File: src/rtl/prog_mem_loader.sv
// Parallel-programming sequencer: converts one host request (erase, write word,
// read word) into the pin-level load/strobe/ready/read sequence for the program
// memory, and flags prog_active while a request is in flight.
//
// Ports:
//   clk, rst_n                  clock, asynchronous active-low reset
//   req_valid/req_ready         host request handshake (ready only in IDLE)
//   req_op/req_addr/req_wdata   00 erase, 01 write, 10 read, 11 illegal
//   rsp_valid/rsp_rdata/rsp_err one-cycle completion, read data, error flag
//   prog_active                 busy from acceptance through rsp_valid
//   XA/BS1/DATA/XTAL1/WR/OE     memory programming pins (all registered)
//   RDY/Dout                    memory ready and read data
module prog_mem_loader #(
    parameter int unsigned WR_LOW_CYCLES  = 2,
    parameter int unsigned RD_LAT_CYCLES  = 2,
    parameter int unsigned TIMEOUT_CYCLES = 4096
) (
    input  logic        clk,
    input  logic        rst_n,
    input  logic        req_valid,
    output logic        req_ready,
    input  logic [1:0]  req_op,
    input  logic [13:0] req_addr,
    input  logic [15:0] req_wdata,
    output logic        rsp_valid,
    output logic [15:0] rsp_rdata,
    output logic        rsp_err,
    output logic        prog_active,
    output logic [1:0]  XA,
    output logic        BS1,
    output logic [7:0]  DATA,
    output logic        XTAL1,
    output logic        WR,
    output logic        OE,
    input  logic        RDY,
    input  logic [15:0] Dout
);

    localparam int unsigned WAIT_W  = $clog2(TIMEOUT_CYCLES + 1);
    localparam int unsigned STB_MAX = (WR_LOW_CYCLES > RD_LAT_CYCLES) ? WR_LOW_CYCLES : RD_LAT_CYCLES;
    localparam int unsigned STB_W   = $clog2(STB_MAX + 1);
    localparam int unsigned CNT_W   = (WAIT_W > STB_W) ? WAIT_W : STB_W;

    localparam logic [1:0] OP_ERASE = 2'b00;
    localparam logic [1:0] OP_WRITE = 2'b01;
    localparam logic [1:0] OP_READ  = 2'b10;
    localparam logic [1:0] OP_ILL   = 2'b11;

    typedef enum logic [2:0] {
        IDLE, LD_SET, LD_HI, LD_LO, WR_STB, WR_WAIT, RD_OE, DONE
    } state_t;

    state_t             state_q, state_d;
    logic [2:0]         step_q, step_d;
    logic [1:0]         op_q, op_d;
    logic [13:0]        addr_q, addr_d;
    logic [15:0]        wdata_q, wdata_d;
    logic [CNT_W-1:0]   cnt_q, cnt_d;

    logic [1:0]  xa_d;
    logic        bs1_d, xtal1_d, wr_d, oe_d;
    logic [7:0]  data_d;
    logic        ready_d, valid_d, err_d, active_d;
    logic [15:0] rdata_d;
    logic [10:0] ld_w;

    // {XA, BS1, DATA} for load number idx of an operation's load list
    function automatic logic [10:0] load_word(input logic [1:0] op, input logic [2:0] idx,
                                              input logic [13:0] addr, input logic [15:0] wdata);
        logic [10:0] w;
        logic [7:0]  cmd;
        cmd = (op == OP_ERASE) ? 8'h80 : ((op == OP_WRITE) ? 8'h10 : 8'h02);
        case (idx)
            3'd0:    w = {2'b10, 1'b0, cmd};
            3'd1:    w = {2'b00, 1'b0, addr[7:0]};
            3'd2:    w = {2'b00, 1'b1, 2'b00, addr[13:8]};
            3'd3:    w = {2'b01, 1'b0, wdata[7:0]};
            3'd4:    w = {2'b01, 1'b1, wdata[15:8]};
            default: w = '0;
        endcase
        return w;
    endfunction

    // Index of the final load in each operation's list
    function automatic logic [2:0] last_step(input logic [1:0] op);
        case (op)
            OP_WRITE: return 3'd4;
            OP_READ:  return 3'd2;
            default:  return 3'd0;
        endcase
    endfunction

    // Next state, latched request and next registered pin values
    always_comb begin
        state_d  = state_q;
        step_d   = step_q;
        op_d     = op_q;
        addr_d   = addr_q;
        wdata_d  = wdata_q;
        cnt_d    = cnt_q;
        rdata_d  = rsp_rdata;
        err_d    = 1'b0;
        xa_d     = 2'b00;
        bs1_d    = 1'b0;
        data_d   = 8'h00;
        xtal1_d  = 1'b0;
        wr_d     = 1'b1;
        oe_d     = 1'b1;
        ready_d  = 1'b0;
        valid_d  = 1'b0;
        active_d = 1'b0;
        ld_w     = '0;

        case (state_q)
            IDLE: begin
                if (req_valid && req_ready) begin
                    op_d    = req_op;
                    addr_d  = req_addr;
                    wdata_d = req_wdata;
                    step_d  = 3'd0;
                    cnt_d   = '0;
                    if (req_op == OP_ILL) begin
                        state_d = DONE;
                        err_d   = 1'b1;
                    end else begin
                        state_d = LD_SET;
                    end
                end
            end
            LD_SET: state_d = LD_HI;
            LD_HI:  state_d = LD_LO;
            LD_LO: begin
                if (step_q == last_step(op_q)) begin
                    cnt_d   = '0;
                    state_d = (op_q == OP_READ) ? RD_OE : WR_STB;
                end else begin
                    step_d  = step_q + 3'd1;
                    state_d = LD_SET;
                end
            end
            WR_STB: begin
                if (cnt_q == CNT_W'(WR_LOW_CYCLES - 1)) begin
                    cnt_d   = '0;
                    state_d = WR_WAIT;
                end else begin
                    cnt_d = cnt_q + 1'b1;
                end
            end
            WR_WAIT: begin
                // cnt_q == 0 is the busy-latency cycle where RDY is not trusted
                if ((cnt_q != '0) && RDY) begin
                    state_d = DONE;
                end else if (cnt_q == CNT_W'(TIMEOUT_CYCLES)) begin
                    state_d = DONE;
                    err_d   = 1'b1;
                end else begin
                    cnt_d = cnt_q + 1'b1;
                end
            end
            RD_OE: begin
                if (cnt_q == CNT_W'(RD_LAT_CYCLES - 1)) begin
                    rdata_d = Dout;
                    state_d = DONE;
                end else begin
                    cnt_d = cnt_q + 1'b1;
                end
            end
            DONE:    state_d = IDLE;
            default: state_d = IDLE;
        endcase

        // Pins are decoded from the next state so they register alongside it
        ld_w = load_word(op_d, step_d, addr_d, wdata_d);
        if ((state_d == LD_SET) || (state_d == LD_HI) || (state_d == LD_LO)) begin
            {xa_d, bs1_d, data_d} = ld_w;
        end
        xtal1_d  = (state_d == LD_HI);
        wr_d     = (state_d != WR_STB);
        oe_d     = (state_d != RD_OE);
        ready_d  = (state_d == IDLE);
        valid_d  = (state_d == DONE);
        active_d = (state_d != IDLE);
    end

    // State and output registers
    always_ff @(posedge clk or negedge rst_n) begin
        if (!rst_n) begin
            state_q     <= IDLE;
            step_q      <= 3'd0;
            op_q        <= 2'b00;
            addr_q      <= 14'h0000;
            wdata_q     <= 16'h0000;
            cnt_q       <= '0;
            XA          <= 2'b00;
            BS1         <= 1'b0;
            DATA        <= 8'h00;
            XTAL1       <= 1'b0;
            WR          <= 1'b1;
            OE          <= 1'b1;
            req_ready   <= 1'b1;
            rsp_valid   <= 1'b0;
            rsp_rdata   <= 16'h0000;
            rsp_err     <= 1'b0;
            prog_active <= 1'b0;
        end else begin
            state_q     <= state_d;
            step_q      <= step_d;
            op_q        <= op_d;
            addr_q      <= addr_d;
            wdata_q     <= wdata_d;
            cnt_q       <= cnt_d;
            XA          <= xa_d;
            BS1         <= bs1_d;
            DATA        <= data_d;
            XTAL1       <= xtal1_d;
            WR          <= wr_d;
            OE          <= oe_d;
            req_ready   <= ready_d;
            rsp_valid   <= valid_d;
            rsp_rdata   <= rdata_d;
            rsp_err     <= err_d;
            prog_active <= active_d;
        end
    end

endmodule

File: config.mk
export PLATFORM = sky130hd
export DESIGN_NAME = prog_mem_loader
export DESIGN_NICKNAME = d
export VERILOG_FILES = /design/src/rtl/prog_mem_loader.sv
export SDC_FILE = /design/constraint.sdc
export NUM_CORES = 1
export LEC_CHECK = 0
export ABC_AREA = 1
export CORE_MARGIN = 2
export CORE_UTILIZATION = 44
export CTS_CLUSTER_DIAMETER = 40
export DETAILED_ROUTE_END_ITERATION = 16
export GPL_ROUTABILITY_DRIVEN = 0
export PLACE_DENSITY_LB_ADDON = 0.05
export SLEW_MARGIN = 20
export SYNTH_ARGS = -nofsm -noshare
export SYNTH_HDL_FRONTEND = slang
export SYNTH_SLANG_ARGS = --single-unit
File: constraint.sdc
create_clock -name clk -period 2.07 [get_ports clk]
set_input_delay 0.414 -clock clk [delete_from_list [all_inputs] [get_ports clk]]
set_output_delay 0.414 -clock clk [all_outputs]
set_load 0.05 [all_outputs]
==> qor.yml <==
flow_run:
  maxCapViolations: 0
power:
  leakage_nw: 2.60
  power_density_mw_per_mm2: 562
  ir_drop_mv: 0.303
critical_path:
  crit_arrival_ns: 1.54
  r2r_slack_ns: 0.22
  crit_path_max_fanout: 1
  cp_slowest_cell: "clkdlybuf4s50_1"
  critPathRequiredTime_ns: 1.66
  cp_cell_sequence: "clkdlybuf4s50_1"
  critPathBufInv: 1
  worstSetupPathType: "reg2out"
  critPathLaunchType: "flip-flop"
  critPathMaxStageDelay_ns: 0.81
  path_delay_family: "buffers and inverters"
  crit_path_end_kind: "output port"
routing:
  drt-total-wl_um: 9420
  via_count: 3467
  via_per_inst: 4.89
  detail-route-antenna-nets: 0
  wl_per_cell_um: 13.3
  drt_first_pass_iters: 4
  drt_iter0_drc: 96
  drc: 0
timing:
  fmax_ghz: 0.512
  period_share_pct: 94.3
  finClkSkew_ns: 0.00669
  worst_slew_pin_slew_ns: 0.528
  fin_crit_ns: 1.95
  fin_ws_ns: 0.118
  relSlewSlack_pct: 64.8
  slew_viol_final: 0
  hold_violations: 0
  rsz0062_at_grt: "true"
  setup_viol: 0
synth:
  synth_seq_area_share_pct: 51.9
  yosys-top-cells-area: "dfrtp_1 50%, nand2_1 14%, nand3_1 5.0%"
  ys_seq_elements: 85
  synth-edff-count: 0
  synth.net_count: 538
  synth_largest_area_cell: "dfrtp_1"
  synth-main-ff-cell: "dfrtp_1"
  syn_area_mm2: 0.00411
  async_flop_share_pct: 100
  postSynthAreaPerCell_um2: 8.52
  post-synth-top-count-cell: "nand2_1"
  synth_top_area_share_pct: 49.9
  synth_cell_types: 34
  yosys-top-cells-count: "156 x nand2_1, 82 x dfrtp_1, 44 x nor2_1"
  synth-warning-count: 0
  syn_inst: 482
clock_tree:
  clkLatencyLatePin_ns: 0.35
  cts_max_level: 3
  path_clk_slew_ns: 0.08
  cts_buffers: 9
  cts.sinks: 85
  cts_root_buffer: "clkbuf_8"
  clockBufferDepth: 2
  cts_tree: "done"
finish:
  syn2layout_area_growth_pct: 32.6
  diodes: 0
  nets: 650
  final_util_pct: 59.5
  multi_input_area_mm2: 0.00176
  seqCellArea_mm2: 0.00213
  drive_gt1_share_pct: 16.6
  fill_cells: 840
grt:
  grt_max_degree: 43
  grt-ovfl-total: 0
  grt_pass1_vias: 3390
  grt_antenna_before_repair: 0
  grt_pass1_wl_um: 15700
  grt_util_all_layers_pct: 19.8
die:
  die_x_um: 101
  die_area_mm2: 0.0101
  start_util_pct: 44.9
  coreArea_mm2: 0.00915
  rows: 35
  io_pins: 86
  die_y_um: 101
placement:
  io_buffers: 85
  post-place-ws_ns: -0.0204
  hpwlAfterDp_um: 7040
outcome:
  status: "completed"
hold_path:
  hp-class: "in2async"
## timing repair
item	CTS	global route
endpoints found under the setup margin	0	15
setup buffers	0	0
gates resized for setup	0	9
hold buffers	0	0
## metal layers
layer / track usage, % / part of all wire, %
met1: 24.2 / 44
met2: 34.6 / 51
met3: 3.19 / 2.9
met4: 8.64 / 2.1
met5: 0 / 0
## kinds of logic after synthesis
kind of cell	after synthesis	synth area share, %
AO/OA/AOI/OAI	41	6.00
adder cells (fa/ha/maj)	4	1.22
XOR/XNOR	6	1.28
multiplexers	16	4.38
AND/OR/NAND/NOR	274	29.6
flip-flops	85	51.9
buffers and inverters	56	5.63
## layout make-up
type | instances | share of cell area, %
clock buffers | 11 | 2.41
well taps | 111 | 2.55
inverters | 46 | 3.22
flip-flops and latches | 85 | 39.1
clock inverters | 4 | 0.919
multi-input cells | 341 | 32.3
repair buffers | 111 | 19.5
## layout by cell type (no fill, tap or decap), types with 6 or more instances in the layout
cell type / netlist / layout
buf_4: 2 / 28
clkbuf_8: 0 / 9
clkdlybuf4s50_1: 0 / 81
dfrtp_1: 82 / 82
inv_1: 38 / 37
inv_2: 8 / 8
mux2_2: 16 / 16
nand2_1: 156 / 155
nand3_1: 41 / 41
nor2_1: 44 / 41
nor2_2: 4 / 7
o21ai_0: 18 / 17
o21bai_1: 6 / 6
xor2_1: 6 / 6
## flip-flops by register name (all words and copies together), names as in the netlist
signal / count
BS1: 1
DATA: 8
OE: 1
WR: 1
XA: 2
XTAL1: 1
addr_q: 14
cnt_q: 13
op_q: 2
prog_active: 1
req_ready: 1
rsp_err: 1
rsp_rdata: 16
rsp_valid: 1
state_q: 3
step_q: 3
wdata_q: 16
## metrics by stage
stage	setup TNS (ns)	area, um2	total power, mW	instances	hold slack, ns
after floorplan	0	4110	1.79	482	0.118
after global placement	0	5250	1.96	694	0.424
after detailed placement	-0.0477	5250	1.96	694	0.426
after CTS	0	5430	3.10	709	0.0396
after global routing	0	5450	3.18	709	0.0526
final	0	5450	3.06	709	0.0185
## final timing paths
kind	start	end	cells after the start
setup / recovery	DATA[5]$_DFF_PN0_	DATA[5]	1
hold / removal	rst_n	cnt_q[4]$_DFFE_PN0P_	1
setup reg to reg	cnt_q[1]$_DFFE_PN0P_	cnt_q[11]$_DFFE_PN0P_	12
hold reg to reg	addr_q[1]$_DFF_PN0_	addr_q[1]$_DFF_PN0_	2
max in group asynchronous	rst_n	DATA[0]$_DFF_PN0_	2
min in group clk	addr_q[1]$_DFF_PN0_	addr_q[1]$_DFF_PN0_	2
## where the power goes
group          internal [mW]  switching [mW]
registers               1.67         0.00714
clock network          0.550           0.587
logic                  0.125           0.115
total                   2.35           0.709
No activity file was read; power rests on OpenSTA's default activity.
